File: config.mk
export PLATFORM = sky130hd
export DESIGN_NAME = pmp_entry_match
export DESIGN_NICKNAME = d
export VERILOG_FILES = /design/src/rtl/pmp_pkg.sv /design/src/rtl/pmp_entry_match.sv
export SDC_FILE = /design/constraint.sdc
export NUM_CORES = 1
export LEC_CHECK = 0
export CAP_MARGIN = 10
export CORE_ASPECT_RATIO = 0.7
export CORE_MARGIN = 2
export CORE_UTILIZATION = 54
export DETAILED_ROUTE_END_ITERATION = 8
export GPL_TIMING_DRIVEN = 1
export PLACE_DENSITY = 0.95
export SYNTH_ARGS = -nofsm -noshare
export SYNTH_HDL_FRONTEND = slang
export SYNTH_SLANG_ARGS = --single-unit
export TNS_END_PERCENT = 50
File: constraint.sdc
create_clock -name vclk -period 5.6
set_input_delay 0.84 -clock vclk [all_inputs]
set_output_delay 0.84 -clock vclk [all_outputs]
set_load 0.05 [all_outputs]
File: src/rtl/pmp_pkg.sv
// Shared types for the instruction-fetch PMP checker: address-mode enum,
// packed pmpcfg byte layout and the permission rule helpers used in stage s2.
// Optional feature macro: BIRIQ_SMEPMP_EN (enables the Smepmp MML rules).
package pmp_pkg;

  localparam int PMP_MAX_ENTRIES = 16;

  typedef enum logic [1:0] {
    OFF   = 2'd0,
    TOR   = 2'd1,
    NA4   = 2'd2,
    NAPOT = 2'd3
  } pmp_mode_e;

  typedef struct packed {
    logic      l;
    logic [1:0] rsvd;
    pmp_mode_e a;
    logic      x;
    logic      w;
    logic      r;
  } pmp_cfg_t;

  // Classic PMP execute rule; M-mode is only constrained by locked entries.
  function automatic logic legacy_exec(logic hit, logic m_mode, logic l, logic x);
    if (!hit)        return m_mode;
    else if (m_mode) return l ? x : 1'b1;
    else             return x;
  endfunction

  // Smepmp MML execute rule for a matching entry; no-hit is handled by the caller.
  function automatic logic mml_exec(logic m_mode, logic l, logic r, logic w, logic x);
    logic [2:0] rwx;
    rwx = {r, w, x};
    if (m_mode) begin
      return l && (rwx == 3'b001 || rwx == 3'b101 || rwx == 3'b010 || rwx == 3'b011);
    end
    return (!l && (rwx == 3'b001 || rwx == 3'b101 || rwx == 3'b111)) ||
           ( l && (rwx == 3'b010 || rwx == 3'b011));
  endfunction

endpackage

File: src/rtl/pmp_entry_match.sv
// Combinational address match of one PMP entry against a fetch granule.
// NAPOT uses addr ^ (addr + 1) to mark the trailing ones plus the first zero
// as don't-care bits; an all-ones pmpaddr therefore matches everything.
module pmp_entry_match
  import pmp_pkg::*;
#(
  parameter int GRAN_W = 30
) (
  input  logic [1:0]        mode,
  input  logic [GRAN_W-1:0] addr,
  input  logic [GRAN_W-1:0] prev,
  input  logic [GRAN_W-1:0] gran,
  output logic              match
);

  logic [GRAN_W-1:0] napot_care;

  assign napot_care = ~(addr ^ (addr + {{(GRAN_W-1){1'b0}}, 1'b1}));

  // Select the comparison implied by the entry's address mode
  always_comb begin
    match = 1'b0;
    case (pmp_mode_e'(mode))
      OFF:     match = 1'b0;
      TOR:     match = (gran >= prev) && (gran < addr);
      NA4:     match = (gran == addr);
      NAPOT:   match = ((gran & napot_care) == (addr & napot_care));
      default: match = 1'b0;
    endcase
  end

endmodule

=== Word-level counts from Yosys, hierarchy flattened ===
Index checks and enable logic that the tools add are counted.
Widths: inputs -> output; s select.

* $lt $le $gt $ge: 2
* Bitwise operators: 4
* Reductions and logical operators: 2
* $add $sub $neg: 1
* Eq/ne operators: 5
* Muxes and demuxes: 1
* Shifts and indexed selects: 0
* Multipliers: 0
* Div/mod/pow operators: 0

{| class="wikitable"
|+ Operators with widths
! cell !! number
|-
| $and 30x30->30 || 2
|-
| $eq 30x30->1 || 2
|-
| $add 30x1->30 const B || 1
|-
| $ge 30x30->1 || 1
|-
| $lt 30x30->1 || 1
|-
| $not 30->30 || 1
|-
| $xor 30x30->30 || 1
|-
| $eq 2x2->1 const B || 2
|-
| $pmux 1 s4 || 1
|-
| $eq 2x1->1 const B || 1
|-
| $logic_not 2->1 || 1
|-
| $logic_and 1x1->1 || 1
|}

* RAM bits: 0
* Register bits after elaboration: 0
* Input port bits: 92
* Output and inout port bits: 1
* Memories kept: 0
* Bits in read-only memories: 0
* Logic and storage cells: 15
* Latch bits: 0

=== Depth between registers and ports, before layout ===
Gate-level depths: netlist (run 1).

* Depth after elaboration: 6
* Depth in mapped cells: 15
* Gate-level depth less buffers: 15

=== Worst setup path before layout (run 1) ===
No wires, ideal clock.

* Path type: in2out
* Start point: in addr[4]
* End point: out match
* Data required time: 4.760 ns
* Data arrival time: 3.878 ns
* Path buffers: 0
* Path slack: 0.882 ns
* Cell stages on the path: 15
* Path through: nand3_2 nor3_2 nand4_2 or2_4 nor2_4 and3_4 nand3_2 ha_1 xor2_1 a21boi_0 nor4b_2 nand4_1 nor4_1 a21oi_1 o22ai_1

* Word-level cells in the longest chain between the ends: 6
* Elaborated cells on any way between the ends: 10
* Those cells by class: add/sub: 1; order compare: 1; eq/ne: 2; mux: 1; bitwise: 4; reduce/logical: 1

{| class="wikitable"
|+ Ends and longest elaborated chain
! what !! line !! text
|-
| from (decl) || pmp_entry_match.sv:10 || <nowiki>input logic [GRAN_W-1:0] addr,</nowiki>
|-
| $add 30x1->30 || pmp_entry_match.sv:18 || <nowiki>assign napot_care = ~(addr ^ (addr + {{(GRAN_W-1){1'b0}}, 1'b1}));</nowiki>
|-
| $xor 30x30->30 || pmp_entry_match.sv:18 ||
|-
| $not 30->30 || pmp_entry_match.sv:18 ||
|-
| $and 30x30->30 || pmp_entry_match.sv:27 || <nowiki>NAPOT: match = ((gran & napot_care) == (addr & napot_care));</nowiki>
|-
| $eq 30x30->1 || pmp_entry_match.sv:27 ||
|-
| $pmux 1 s4 * || pmp_entry_match.sv:23 || <nowiki>case (pmp_mode_e'(mode))</nowiki>
|-
| to (decl) || pmp_entry_match.sv:13 || <nowiki>output logic match</nowiki>
|}

Every way passes the cells marked *; elsewhere a longest branch is shown, timed or not.

=== Worst setup path in the final report (run 1) ===
* Start point: in addr[1]
* End point: out match

Same word-level chain as after synthesis.

==> results of run 1 <==
-- report_power, final --
part / switching [mW] / internal (mW) / leakage, nW
Clock: 0 / 0 / 0
Combinational: 0.137 / 0.141 / 2.00
Sequential: 0 / 0 / 0
Total: 0.137 / 0.141 / 2.00
-- worst paths after layout --
check                 startpoint     to  slack, ns  cells after the start
worst max-delay path     addr[1]  match       0.17                     17
worst min-delay path     mode[0]  match       2.48                      4
-- synthesized netlist by cell type (2+ instances only) --
master,n
a211oi_1,6
a21boi_0,9
a21o_1,6
a21oi_1,40
a41oi_1,2
and3_1,13
and3b_1,6
and4_1,4
ha_1,90
inv_1,72
nand2_1,27
nand2b_1,2
nand3_1,16
nand3_2,3
nand3b_1,3
nand4_1,12
nor2_1,8
nor3_1,4
nor4_1,2
nor4b_1,2
o211a_1,3
o21ai_0,14
o22a_1,3
or3_1,7
xnor2_1,4
xor2_1,27
-- area by class of cell --
class | instances | area [um^2] | share of cell area (%)
repair buffers | 93 | 943 | 23.5
multi-input cells | 331 | 2720 | 67.6
inverters | 72 | 270 | 6.72
well taps | 72 | 90.1 | 2.24
-- per-layer routing --
metal	up-vias	track usage [%]	wire (um)
li1	1650	-	-
met1	1553	36.3	3890
met2	150	55.6	4200
met3	10	1.94	712
met4	0	3.17	85
met5	-	0	0
-- what timing repair did --
item,CTS,global route
endpoints found under the setup margin,0,1
hold buffers,0,0
hold endpoints to repair,0,0
gates resized for setup,0,5
-- logic make-up after synthesis --
group                      count (synthesis)  synth area share [%]
buffers and inverters                     73                  9.24
xor gates and xnor gates                  31                  9.15
and+or+nand+nor                          118                  24.3
adders and majority gates                 90                  38.0
AOI/OAI and AO/OA                         92                  19.4
==> results.toml, run 1 <==
[status]
status = "complete, no violations"

[global_route]
grt_pass1_vias = 3349
grt_max_degree = 7
grt_pass1_wl_mm = 14.4
overflow = 0
grt_usage_pct = 28.8
grt_antenna_before_repair = 0

[synthesis]
yosysTopAreaCellShare_pct = 38.0
syn_area_per_cell_um2 = 7.34
synth_largest_area_cell = "ha_1"
yosysSeqAreaShare_pct = 0
yosysUniqueCellTypes = 45
synthCells = 404
ys_warn_count = 0
synth_area_leaders = "ha_1, inv_1, xor2_1"
syn_nets = 586
syn-cell-area_um2 = 2970

[sta]
rsz0062_at_grt = "false"
period_share_pct = 96.9
tightest_slew_ns = 0.762
finalSetupViolations = 0
whs_ns = 2.48
min_period_ns = 5.43
tns_ns = 0
max_freq_mhz = 184
layout_setup_ws_ns = 0.173
slew_viol_final = 0
hold_viol_final = 0
slew_headroom_pct = 47.9

[worst_setup_path]
crit_family = "simple AND/OR/NAND/NOR gates"
endpoint_kind = "primary output"
path_buf_inv = 2
critPathSlowestCell = "clkdlybuf4s50_1"
critPathArrivalTime_ns = 4.59
crit_type = "input port to primary output"
critPathMaxStageDelay_ns = 0.60
crit_path_max_fanout = 6
worstPathCellList = "clkdlybuf4s50_1 > nand2_1 > nor3_4 > nand4_2 > or2_4 > nor2_4 > and3_4 > nand3_2 > ha_1 > xor2_1 > a21boi_0 > nor4b_2 > nand4_1 > nor4_2 > a21oi_1 > o22ai_2 > buf_12"
cp.required_ns = 4.76
cp-start-kind = "input port"

[final_layout]
final-seq-area_um2 = 0
fill_cells = 387
fin_nets = 680
instances_no_fill = 568
seq_cell_count = 0
final_cell_mix = "clkdlybuf4s50_1, ha_1, inv_1"
drive_above_1_share_pct = 3.02
final_common_cell = "clkdlybuf4s50_1"
diodes = 0
post-route-cell-area_um2 = 4020
num-clock-buffers = 0
final_util_pct = 76.5
area_growth_pct = 35.6

[floorplanning]
die_x_um = 92.6
die-height_um = 66.0
start_util_pct = 56.4
io_pins = 93
fp-row-count = 22
coreArea_um2 = 5260
dieArea_um2 = 6110

[routing]
antenna_left = 0
vias_per_cell = 5.92
avgRoutedWirePerCell_um = 15.6
drt_wl_total_mm = 8.89
drc = 0
route.vias.total = 3363
first_pass_iters = 5
drtIter0Drc = 300

[placed_design]
place.gp.congestion = 0.926
placed_cell_area_um2 = 3990
dp_slack_ns = 0.110
dpl.hpwl_mm = 7.91
place_inst = 568
port_buffers = 93

[power]
peakVddDrop_mv = 0.0470
power-per-cell-area_nw_per_um2 = 69.0
power_leakage_nw = 2.00
report.power.total_uw = 278

[worst_hold_path]
min_path_type = "input port to primary output"

[clocking]
postCtsSetupBuffers = 0

[flow_run]
drv_cap = 0
Note: power is estimated with default switching activity, not from simulation.
==> inputs of run 2 (changes only) <==
--- a/config.mk
+++ b/config.mk
@@ -11,7 +11,7 @@
 export CORE_UTILIZATION = 54
 export DETAILED_ROUTE_END_ITERATION = 8
 export GPL_TIMING_DRIVEN = 1
-export PLACE_DENSITY = 0.95
+export PLACE_DENSITY = 0.94
 export SYNTH_ARGS = -nofsm -noshare
 export SYNTH_HDL_FRONTEND = slang
 export SYNTH_SLANG_ARGS = --single-unit
==> results.toml, run 2 (synthesis gave the netlist of run 1 again) <==
[sta]
slew_viol_final = 0
rsz0062_at_grt = "false"
tightest_slew_ns = 0.718
max_freq_mhz = 186
tns_ns = 0
finalSetupViolations = 0
hold_viol_final = 0
period_share_pct = 95.8
slew_headroom_pct = 50.9
min_period_ns = 5.36

[final_layout]
fin_nets = 680
final_cell_mix = "ha_1, clkdlybuf4s50_1, inv_1"
fill_cells = 410
seq_cell_count = 0
drive_above_1_share_pct = 2.62
area_growth_pct = 35.5
post-route-cell-area_um2 = 4020
num-clock-buffers = 0
final-seq-area_um2 = 0
final_common_cell = "ha_1"
diodes = 0

[floorplanning]
start_util_pct = 56.4
die_x_um = 92.6
die-height_um = 66.0
coreArea_um2 = 5260
fp-row-count = 22
io_pins = 93
dieArea_um2 = 6110

[routing]
vias_per_cell = 5.78
first_pass_iters = 4
drc = 0
drt_wl_total_mm = 8.45
route.vias.total = 3283
avgRoutedWirePerCell_um = 14.9
antenna_left = 0
drtIter0Drc = 166

[worst_hold_path]
min_path_type = "input port to primary output"
holdPathStages = 4

[placed_design]
dpl.hpwl_mm = 7.56
place.gp.congestion = 0.924
port_buffers = 93
placed_cell_area_um2 = 3990

[power]
power_leakage_nw = 2.04
power-per-cell-area_nw_per_um2 = 67.7
peakVddDrop_mv = 0.0428

[status]
status = "complete, no violations"

[global_route]
overflow = 0
grt_max_degree = 7
grt_usage_pct = 27.6
grt_antenna_before_repair = 0
grt_pass1_wl_mm = 13.9
grt_pass1_vias = 3196

[worst_setup_path]
endpoint_kind = "primary output"
cp-start-kind = "input port"
critPathArrivalTime_ns = 4.52
cp.required_ns = 4.76
crit_path_max_fanout = 4
crit_type = "input port to primary output"

[clocking]
postCtsSetupBuffers = 0

[flow_run]
drv_cap = 0
[run 2: critical path: stages]
cell and delay (ns):
clkdlybuf4s50_1 0.57, nand3_2 0.15, nor3_4 0.25, nand4_2 0.15, or2_4 0.30, nor2_4 0.15, and3_4 0.23, nand3_2 0.08
ha_1 0.29, xor2_1 0.20, a21boi_0 0.13, nor4b_2 0.25, nand4_1 0.12, nor4_1 0.30, a21oi_1 0.09, o22ai_2 0.23
buf_12 0.17
[run 2: repair_timing]
action	in CTS	in global routing
resized for setup	0	7
hold buffers	0	0
setup endpoints to repair	0	1
[run 2: routing by layer]
metal / wire length [um] / up-vias / global-route usage (%)
met5: 0 / - / 0
met4: 40 / 0 / 1.68
met3: 632 / 6 / 2.17
met2: 3790 / 119 / 50.3
met1: 3990 / 1506 / 37.4
li1: - / 1652 / -
[run 2: final timing paths]
path,start,slack (ns),endpoint
worst max-delay path,addr[4],0.24,match
worst min-delay path,mode[0],2.49,match
[run 2: area by class of cell]
class | instances | area, um^2 | share of cell area (%)
Timing Repair Buffer | 93 | 953 | 23.7
Multi-Input combinational cell | 331 | 2710 | 67.3
Inverter | 72 | 270 | 6.72
Tap cell | 72 | 90.1 | 2.24
[run 2: report_power, final]
group	internal [mW]	switching (mW)	total (mW)	leakage, nW
Combinational	0.139	0.133	0.272	2.04
Sequential	0	0	0	0
Clock	0	0	0	0
[run 2: metrics by stage]
| stage | util [%] | worst slack [ns] | power [mW] | hold slack [ns] | instances |
|---|---|---|---|---|---|
| final | 76.4 | 0.235 | 0.272 | 2.49 | 568 |
| after global routing | 76.4 | 0.00604 | 0.305 | 2.52 | 568 |
| after CTS | 76.0 | 0.102 | 0.270 | 2.51 | 568 |
| after detailed placement | 76.0 | 0.118 | 0.267 | 2.50 | 568 |
| after global placement | 76.0 | 0.259 | 0.255 | 2.51 | 568 |
| after floorplan | - | 0.882 | 0.139 | 2.03 | 404 |
==> inputs of run 3 (changes only) <==
--- a/config.mk
+++ b/config.mk
@@ -5,13 +5,14 @@
 export SDC_FILE = /design/constraint.sdc
 export NUM_CORES = 1
 export LEC_CHECK = 0
+export ABC_AREA = 1
 export CAP_MARGIN = 10
 export CORE_ASPECT_RATIO = 0.7
 export CORE_MARGIN = 2
-export CORE_UTILIZATION = 54
+export CORE_UTILIZATION = 56
 export DETAILED_ROUTE_END_ITERATION = 8
 export GPL_TIMING_DRIVEN = 1
-export PLACE_DENSITY = 0.94
+export PLACE_DENSITY = 0.93
 export SYNTH_ARGS = -nofsm -noshare
 export SYNTH_HDL_FRONTEND = slang
 export SYNTH_SLANG_ARGS = --single-unit
==> results.toml, run 3 <==
[sta]
max_freq_mhz = 197
slew_viol_final = 0
period_share_pct = 90.5
hold_viol_final = 0
tns_ns = 0
finalSetupViolations = 0
min_period_ns = 5.07
slew_headroom_pct = 62.6
rsz0062_at_grt = "false"
tightest_slew_ns = 0.556

[worst_setup_path]
crit_type = "input port to primary output"
critPathSlowestCell = "clkdlybuf4s50_1"
cp-start-kind = "input port"
critPathMaxStageDelay_ns = 0.55
cp.required_ns = 4.76
path_buf_inv = 4
worstPathCellList = "clkdlybuf4s50_1 > ha_1 > inv_1 > nor3_4 > nand4_2 > nor3_2 > nand3_1 > nor2_2 > nand3_1 > ha_1 > inv_1 > nand2_1 > nand3_1 > nand2_1 > nand2_1 > nand2_1 > nor2_1 > nand2_1 > nor2_1 > nand3_1 > nand3_1 > dlymetal6s2s_1"
endpoint_kind = "primary output"
critPathArrivalTime_ns = 4.23
crit_family = "simple AND/OR/NAND/NOR gates"
crit_path_max_fanout = 5

[global_route]
grt_pass1_vias = 3988
overflow = 0
use_met2_pct = 48.3
grt_pass1_wl_mm = 17.3
grt_antenna_before_repair = 0
grt_max_degree = 7
grt_usage_pct = 29.6
busiest_layer = "met2"
global_route.usage.met1_pct = 43.3
met3_usage_pct = 2.47

[routing]
vias_per_cell = 5.31
first_pass_iters = 5
drtIter0Drc = 242
avgRoutedWirePerCell_um = 12.9
drt_wl_total_mm = 10.6
antenna_left = 0
route.vias.total = 4347
drc = 0

[floorplanning]
die_x_um = 99.3
fp-row-count = 24
start_util_pct = 57.5
io_pins = 93
dieArea_um2 = 7020
die-height_um = 70.7
coreArea_um2 = 6190

[placed_design]
placed_cell_area_um2 = 4590
port_buffers = 93
dpl.hpwl_mm = 9.53
place.gp.congestion = 0.979

[final_layout]
post-route-cell-area_um2 = 4590
drive_above_1_share_pct = 3.11
seq_cell_count = 0
area_growth_pct = 29.0
diodes = 0
fin_nets = 924
fill_cells = 523
final_cell_mix = "nand2_1, inv_1, clkdlybuf4s50_1"
num-clock-buffers = 0
final_common_cell = "nand2_1"
final-seq-area_um2 = 0
multi_input_area_um2 = 2950

[synthesis]
syn-cell-area_um2 = 3560
yosysTopAreaCellShare_pct = 31.7
synth_largest_area_cell = "ha_1"
yosysUniqueCellTypes = 22
synthCells = 647
ys_warn_count = 0
synth_area_leaders = "ha_1, nand2_1, inv_1"
syn_area_per_cell_um2 = 5.50
synth.top_cells.by_count = "nand2_1, inv_1, ha_1"
yosysMostFrequentCell = "nand2_1"
syn_nets = 829
yosysSeqAreaShare_pct = 0

[power]
power_leakage_nw = 2.72
peakVddDrop_mv = 0.0348
power-per-cell-area_nw_per_um2 = 67.8

[clocking]
postCtsSetupBuffers = 0
cts_resized = 0
cts_hold_buf = 0

[worst_hold_path]
min_path_type = "input port to primary output"
holdPathStages = 4
min_from = "mode[1]"
holdPathEnd = "match"

[flow_run]
drv_cap = 0

[status]
status = "complete, no violations"
==> run 3: cell count changes after synthesis, moves of 6 or more <==
cell,delta
xor2_1,-27
a211oi_1,-6
a21oi_1,-17
nand2_1,+197
nor2_1,+25
nand3_1,+34
and3b_1,-6
and3_1,-13
nand4_1,+21
or3_1,-7
a21boi_0,-9
inv_1,+86
o21ai_0,-11
==> run 3: cell type report <==
type	instances	area share, %
Multi-Input combinational cell	485	64.3
Timing Repair Buffer	93	20.3
Inverter	162	13.3
Tap cell	78	2.13
==> run 3: worst max path at each step <==
stage	start	end	slack, ns	depth (start not counted)
floorplan	addr[2]	match	1.73	22
global placement	addr[1]	match	0.42	22
detailed placement	addr[1]	match	0.19	22
CTS	addr[1]	match	0.19	22
global route	addr[1]	match	0.27	22
finish	addr[1]	match	0.53	22
==> run 3: routing by layer <==
layer  share of wire, %  vias up
met3                8.1       18
li1                   -     2242
met5                  0        -
met2                 42      197
met1                 48     1890
met4                1.5        0
==> run 3: logic make-up (layout without fill, tap and decap cells) <==
kind of cell,count (synthesis),after routing,share of synthesized area [%]
buffers and inverters,162,255,17.1
and+or+nand+nor,365,365,46.7
adders and majority gates,90,90,31.7
AOI/OAI and AO/OA,30,30,4.50
==> run 3: where the power goes <==
group | internal [mW] | switching (mW) | leakage [nW]
clock network | 0 | 0 | 0
registers | 0 | 0 | 0
logic | 0.140 | 0.171 | 2.72
==> run 3: stage by stage <==
| stage | setup slack, ns | util [%] | total power, mW | instances | hold slack, ns |
|---|---|---|---|---|---|
| 6_report | 0.534 | 74.2 | 0.311 | 818 | 2.60 |
| 5_1_grt | 0.268 | 74.2 | 0.349 | 818 | 2.63 |
| 4_1_cts | 0.193 | 74.1 | 0.307 | 818 | 2.99 |
| 3_5_place_dp | 0.188 | 74.1 | 0.305 | 818 | 2.99 |
| 3_3_place_gp | 0.415 | 74.1 | 0.289 | 818 | 2.99 |
| 2_1_floorplan | 1.73 | - | 0.170 | 647 | 2.14 |
==> run 3: worst min-delay path, cell delays in order <==
cell	delay [ns]
clkdlybuf4s50_1	0.44
nand4_1	0.10
nand3_1	0.07
dlymetal6s2s_1	0.31
